## src/rtl/alu_pkg.sv

```systemverilog
// alu_pkg: opcode encodings, last legal opcode and FSM state type shared by alu_seq and its bench
package alu_pkg;
  localparam logic [3:0] OP_ROL = 4'd0;
  localparam logic [3:0] OP_SLL = 4'd1;
  localparam logic [3:0] OP_ROR = 4'd2;
  localparam logic [3:0] OP_SRA = 4'd3;
  localparam logic [3:0] OP_ADD = 4'd4;
  localparam logic [3:0] OP_OR  = 4'd5;
  localparam logic [3:0] OP_XOR = 4'd6;
  localparam logic [3:0] OP_AND = 4'd7;
  localparam logic [3:0] OP_MUL = 4'd8;
  localparam logic [3:0] OP_LAST_LEGAL = OP_MUL;
  typedef enum logic [1:0] {IDLE, MUL, HOLD} state_t;
endpackage

```

## src/rtl/alu_mul_seq.sv

```systemverilog
// alu_mul_seq: shift-add multiplier (ports: i_start latches operands, i_step runs one partial product, o_done on last step, o_prod running/final product)
module alu_mul_seq #(
  parameter int WIDTH = 16,
  localparam int SHW = $clog2(WIDTH)
) (
  input  logic               clk,
  input  logic               rst,
  input  logic               i_start,
  input  logic               i_step,
  input  logic [WIDTH-1:0]   i_a,
  input  logic [WIDTH-1:0]   i_b,
  output logic               o_done,
  output logic [2*WIDTH-1:0] o_prod
);
  logic [WIDTH-1:0] r_a, r_b;
  logic [2*WIDTH-1:0] r_acc, w_pp, w_acc_next;
  logic [SHW-1:0] r_cnt;
  assign w_pp = r_a[r_cnt] ? {{WIDTH{1'b0}}, r_b} << r_cnt : '0;
  assign w_acc_next = r_acc + w_pp;
  assign o_done = i_step && (r_cnt == SHW'(WIDTH - 1));
  assign o_prod = i_step ? w_acc_next : r_acc;
  always_ff @(posedge clk) begin
    if (rst) begin
      r_a <= '0;
      r_b <= '0;
      r_acc <= '0;
      r_cnt <= '0;
    end else if (i_start) begin
      r_a <= i_a;
      r_b <= i_b;
      r_acc <= '0;
      r_cnt <= '0;
    end else if (i_step) begin
      r_acc <= w_acc_next;
      r_cnt <= r_cnt + 1'b1;
    end
  end
endmodule

```

## src/rtl/alu_seq.sv

```systemverilog
// alu_seq: handshaked ALU (in_valid/in_ready/a/b/cin/op/inv_a/inv_b/sign in; out_valid/out_ready/out/ofl/zero/err registered out)
module alu_seq import alu_pkg::*; #(
  parameter int WIDTH = 16,
  localparam int SHW = $clog2(WIDTH)
) (
  input  logic             clk,
  input  logic             rst,
  input  logic             in_valid,
  output logic             in_ready,
  input  logic [WIDTH-1:0] a,
  input  logic [WIDTH-1:0] b,
  input  logic             cin,
  input  logic [3:0]       op,
  input  logic             inv_a,
  input  logic             inv_b,
  input  logic             sign,
  output logic             out_valid,
  input  logic             out_ready,
  output logic [WIDTH-1:0] out,
  output logic             ofl,
  output logic             zero,
  output logic             err
);
  state_t r_state;
  logic [WIDTH-1:0] w_a, w_b, w_res, r_out;
  logic [SHW-1:0] w_sh;
  logic [WIDTH:0] w_sum;
  logic [2*WIDTH-1:0] w_prod;
  logic w_ofl, w_drain_ok, w_accept, w_start, w_done, w_load_alu, w_load_mul;
  logic r_out_valid, r_ofl, r_zero, r_err;
  assign w_a = inv_a ? ~a : a;
  assign w_b = inv_b ? ~b : b;
  assign w_sh = w_b[SHW-1:0];
  assign w_sum = {1'b0, w_a} + {1'b0, w_b} + {{WIDTH{1'b0}}, cin};
  always_comb begin
    w_res = '0;
    w_ofl = 1'b0;
    case (op)
      OP_ROL: w_res = (w_a << w_sh) | (w_a >> (WIDTH - int'(w_sh)));
      OP_SLL: w_res = w_a << w_sh;
      OP_ROR: w_res = (w_a >> w_sh) | (w_a << (WIDTH - int'(w_sh)));
      OP_SRA: w_res = $signed(w_a) >>> w_sh;
      OP_ADD: begin
        w_res = w_sum[WIDTH-1:0];
        w_ofl = sign ? (w_a[WIDTH-1] == w_b[WIDTH-1]) && (w_sum[WIDTH-1] != w_a[WIDTH-1]) : w_sum[WIDTH];
      end
      OP_OR:  w_res = w_a | w_b;
      OP_XOR: w_res = w_a ^ w_b;
      OP_AND: w_res = w_a & w_b;
      default: w_res = '0;
    endcase
  end
  assign w_drain_ok = !r_out_valid || out_ready;
  assign in_ready = (r_state == IDLE) && w_drain_ok;
  assign w_accept = in_valid && in_ready;
  assign w_start = w_accept && (op == OP_MUL);
  assign w_load_alu = w_accept && (op != OP_MUL);
  assign w_load_mul = ((r_state == MUL && w_done) || r_state == HOLD) && w_drain_ok;
  alu_mul_seq #(.WIDTH(WIDTH)) u_mul (
    .clk(clk),
    .rst(rst),
    .i_start(w_start),
    .i_step(r_state == MUL),
    .i_a(w_a),
    .i_b(w_b),
    .o_done(w_done),
    .o_prod(w_prod)
  );
  always_ff @(posedge clk) begin
    if (rst) begin
      r_state <= IDLE;
      r_out_valid <= 1'b0;
      r_out <= '0;
      r_ofl <= 1'b0;
      r_zero <= 1'b0;
      r_err <= 1'b0;
    end else begin
      if (w_load_alu) begin
        r_out <= w_res;
        r_ofl <= w_ofl;
        r_zero <= w_res == '0;
        r_err <= op > OP_LAST_LEGAL;
      end else if (w_load_mul) begin
        r_out <= w_prod[WIDTH-1:0];
        r_ofl <= |w_prod[2*WIDTH-1:WIDTH];
        r_zero <= w_prod[WIDTH-1:0] == '0;
        r_err <= 1'b0;
      end
      r_out_valid <= w_load_alu || w_load_mul || (r_out_valid && !out_ready);
      r_state <= w_start ? MUL : w_load_mul ? IDLE : (r_state == MUL && w_done) ? HOLD : r_state;
    end
  end
  assign out_valid = r_out_valid;
  assign out = r_out;
  assign ofl = r_ofl;
  assign zero = r_zero;
  assign err = r_err;
endmodule

```

## config.mk

```make
export PLATFORM = sky130hd
export DESIGN_NAME = alu_seq
export DESIGN_NICKNAME = d
export VERILOG_FILES = /design/src/rtl/alu_pkg.sv /design/src/rtl/alu_mul_seq.sv /design/src/rtl/alu_seq.sv
export SDC_FILE = /design/constraint.sdc
export NUM_CORES = 1
export LEC_CHECK = 0
export ABC_AREA = 1
export CAP_MARGIN = 20
export CORE_ASPECT_RATIO = 1.2
export CORE_UTILIZATION = 40
export CTS_CLUSTER_DIAMETER = 80
export CTS_CLUSTER_SIZE = 16
export DETAILED_ROUTE_END_ITERATION = 10
export PLACE_DENSITY_LB_ADDON = 0.1
export SYNTH_ARGS = -nofsm -noshare
export SYNTH_HDL_FRONTEND = slang
export SYNTH_SLANG_ARGS = --single-unit
```

## constraint.sdc

```tcl
create_clock -name clk -period 5.65 [get_ports clk]
set_clock_uncertainty 0.2 [all_clocks]
set_input_delay 1.13 -clock clk [delete_from_list [all_inputs] [get_ports clk]]
set_output_delay 1.13 -clock clk [all_outputs]
set_load 0.05 [all_outputs]
```

==> metrics.md <==
| Metric | Value |
|---|---|
| Status | `finished clean` |
| Hold path cells | `2` |
| # diodes | `0` |
| Final Cell Area | `12900 sq um` |
| Clk slew on worst S/H paths | `70 ps` |
| Largest net degree at the start of global routing | `57` |
| CTS Buf Count | `9` |
| Final setup viols | `0` |
| Hold Violations, Final | `0` |
| Synth area leaders | `nand2_1 (23%), dfxtp_1 (15%), nand3_1 (13%), inv_1 (7.4%), o21ai_0 (7.2%)` |
| Crit path cell chain | `buf_4, o21ai_0, o221ai_1, nand2_1, a31oi_1, buf_4, nor2_1, inv_1, o211ai_1, inv_1, ha_1, nand2_1, o21ai_0, nand3_1, nand3_1, nand2_1, nand3_1, nand3_1, nand2_1, nand2_1, nor2_1, nand3_1, nand2_1, a21oi_1` |
| Antenna-violating nets left | `0` |
| Max incr delay on CP | `340 ps` |
| Met3 Use GR | `0.0458` |
| Pin slew with the least headroom to its limit | `1010 ps` |
| Most used routing layer | `met2` |
| Share of layout cells above drive strength 1 | `0.0484` |
| First-pass GRT wire length | `79900 um` |
| Minimum clock period | `5030 ps` |
| Port Buffer Count | `64` |
| RSZ-0062 raised after global routing | `no` |
| Row cnt | `68` |
| Internal reg-to-reg setup slack | `620 ps` |
| Mapped Avg Cell Area | `5.42 sq um` |
| Worst setup startpoint | `u_mul.r_cnt[0]` |
| Vias in the first global route | `13773` |
| Post-CTS Setup Inserts | `0` |
| Critical path's most frequent cell | `nand2_1` |
| Clock buffer depth | `2` |
| Worst-case reg-to-reg path depth | `24` |
| CP Class | `reg -> reg` |
| CORE AREA | `28700 sq um` |
| Synth-to-layout area growth | `10.5%` |
| Gr usage total | `0.362` |
| Synth top area share | `0.234` |
| Htree depth | `3` |
| Post-synthesis sequential area ratio | `0.155` |
| Iteration-0 DRC count of the detailed router | `1128` |
| Net count, final | `2278` |
| Crit path required time | `5700 ps` |
| Critical Path Sink Type | `register` |
| Post-detail-place hpwl | `42900 um` |
| Worst-path fanout max | `33` |
| CTS tree | `yes` |
| Leak pwr | `6.35 nW` |
| CTS root buf | `clkbuf_16` |
| CP Launch Type | `register` |
| Die H | `189 um` |
| Hold slack | `261 ps` |
| Placed instance area | `12500 sq um` |
| Die Wd | `158 um` |
| CTS Sinks | `90` |
| Via Count | `14297` |
| Tcrit/Tclk final | `0.891` |
| Synth Cell Area | `11600 sq um` |
| Post-synth top area cell | `nand2_1` |
| Met1 Usage GRT | `0.390` |
| GR Util met2 | `0.630` |
| EDFF count, synth | `0` |
| Synth Flop Type | `dfxtp_1` |
| Post-detailed-routing wire length | `53300 um` |
| Max-cap violations | `0` |
| Crit path to | `ofl` |
| Reg2reg start | `u_mul.r_cnt[0]` |
| Post_cts resized | `0` |
| Setup ws final | `617 ps` |
| Slowest stage cell, crit path | `dfxtp_1` |
| IO Pins | `65` |
| Max Clock Freq | `199 MHz` |
| Synthesized Nets | `2262` |
| GRT Residual Overflow | `0` |
| CP arrival | `5090 ps` |
| Pre-CTS setup slack | `670 ps` |
| Initial antenna violation count | `0` |
| Worst VDD drop | `146 uV` |
| Pwr dens | `181 nW/um^2` |
| 1st-pass router iterations | `6` |
| Pins Over Slew Limit | `0` |
| Pwr Total | `0.00233 W` |
| Worst hold path class | `reg -> reg` |
| Vias/cell | `5.60` |
| Placer Congestion | `1.03` |
| Total of warnings raised by yosys | `0` |
| R2R Path End | `ofl` |
| Seq cells post-synth | `90` |
| Die Area | `29800 sq um` |
| # DRC | `0` |
| Commonest non-fill, non-tap cell in the layout | `nand2_1` |
| Share of flip-flops with an asynchronous set or reset | `0` |
| WL per Instance | `20.8 um` |
| Latest clock arrival within the worst-skew pair | `360 ps` |
| Setup total negative slack | `0 ps` |
| Most frequent cells in the layout | `nand2_1 (725), nand3_1 (293), inv_1 (229)` |
| Starting Density | `0.406` |
| Unique masters post-synth | `49` |
| Relative slew slack | `0.328` |
| Post-Synthesis Cells | `2149` |
| Post-CTS Hold Fix Bufs | `0` |
-- power breakdown --
group	switching, W	internal [W]	total, W
Sequential	0.0000117	0.000651	0.000663
Combinational	0.000702	0.000288	0.000990
Clock	0.000275	0.000399	0.000674
-- cell usage after synthesis (all sizes together), types with 17 or more instances --
master and count:
a21oi 131, buf 49, clkbuf 42, dfxtp 90, ha 66, inv 235
nand2 754, nand3 297, nand4 17, nor2 168, nor3 20, o21ai 171
-- state kept, by name (all words and copies together) (netlist names) --
| name | flops |
|---|---|
| ofl | 1 |
| r_state | 2 |
| u_mul.r_a | 16 |
| out_valid | 1 |
| u_mul.r_acc | 32 |
| zero | 1 |
| out | 16 |
| err | 1 |
| u_mul.r_b | 16 |
| u_mul.r_cnt | 4 |
-- worst max-delay path: cells and delay by family, from the launching register on --
family,cells,cell delay (ps)
buf+inv,4,920
compound gates,6,1380
simple gates,13,1810
fa+ha+maj,1,240
flops,1,340
-- cell families (layout without fill, tap and decap cells) --
kind of cell / Yosys count / count (layout) / synth area share
adder cells (fa/ha/maj): 69 / 69 / 0.0761
XOR/XNOR: 21 / 21 / 0.0164
AND/OR/NAND/NOR: 1278 / 1278 / 0.465
buffers and inverters: 330 / 351 / 0.119
flip-flops: 90 / 90 / 0.155
multiplexers: 1 / 1 / 0.000860
AO/OA/AOI/OAI: 360 / 360 / 0.167
-- per-layer routing --
metal	wire length, um	vias up	part of all wire
li1	-	7054	-
met1	20200	6524	0.38
met2	25700	537	0.48
met3	2660	182	0.050
met4	4620	0	0.087
met5	0	-	0
-- worst min path at each step --
stage	end	startpoint	slack, ps
CTS	u_mul.r_a[2]	u_mul.r_a[2]	260
global placement	u_mul.r_a[2]	u_mul.r_a[2]	240
finish	u_mul.r_a[2]	u_mul.r_a[2]	260
detailed placement	u_mul.r_a[2]	u_mul.r_a[2]	250
floorplan	u_mul.r_a[2]	u_mul.r_a[2]	230
global route	u_mul.r_a[1]	u_mul.r_a[1]	280
-- stage by stage --
step            util  std cells
5_1_grt        0.449       2555
2_1_floorplan      -       2149
3_5_place_dp   0.438       2539
4_1_cts        0.449       2555
6_report       0.449       2555
3_3_place_gp   0.437       2538
-- layout make-up --
class / count / area, sq um
Inverter: 239 / 902
Clock buffer: 11 / 243
Fill cell: 3311 / 15800
Sequential cell: 90 / 1800
Tap cell: 385 / 482
Timing Repair Buffer: 96 / 901
Clock inverter: 5 / 77.6
Multi-Input combinational cell: 1729 / 8460
Power figures use the tool's default switching activity.
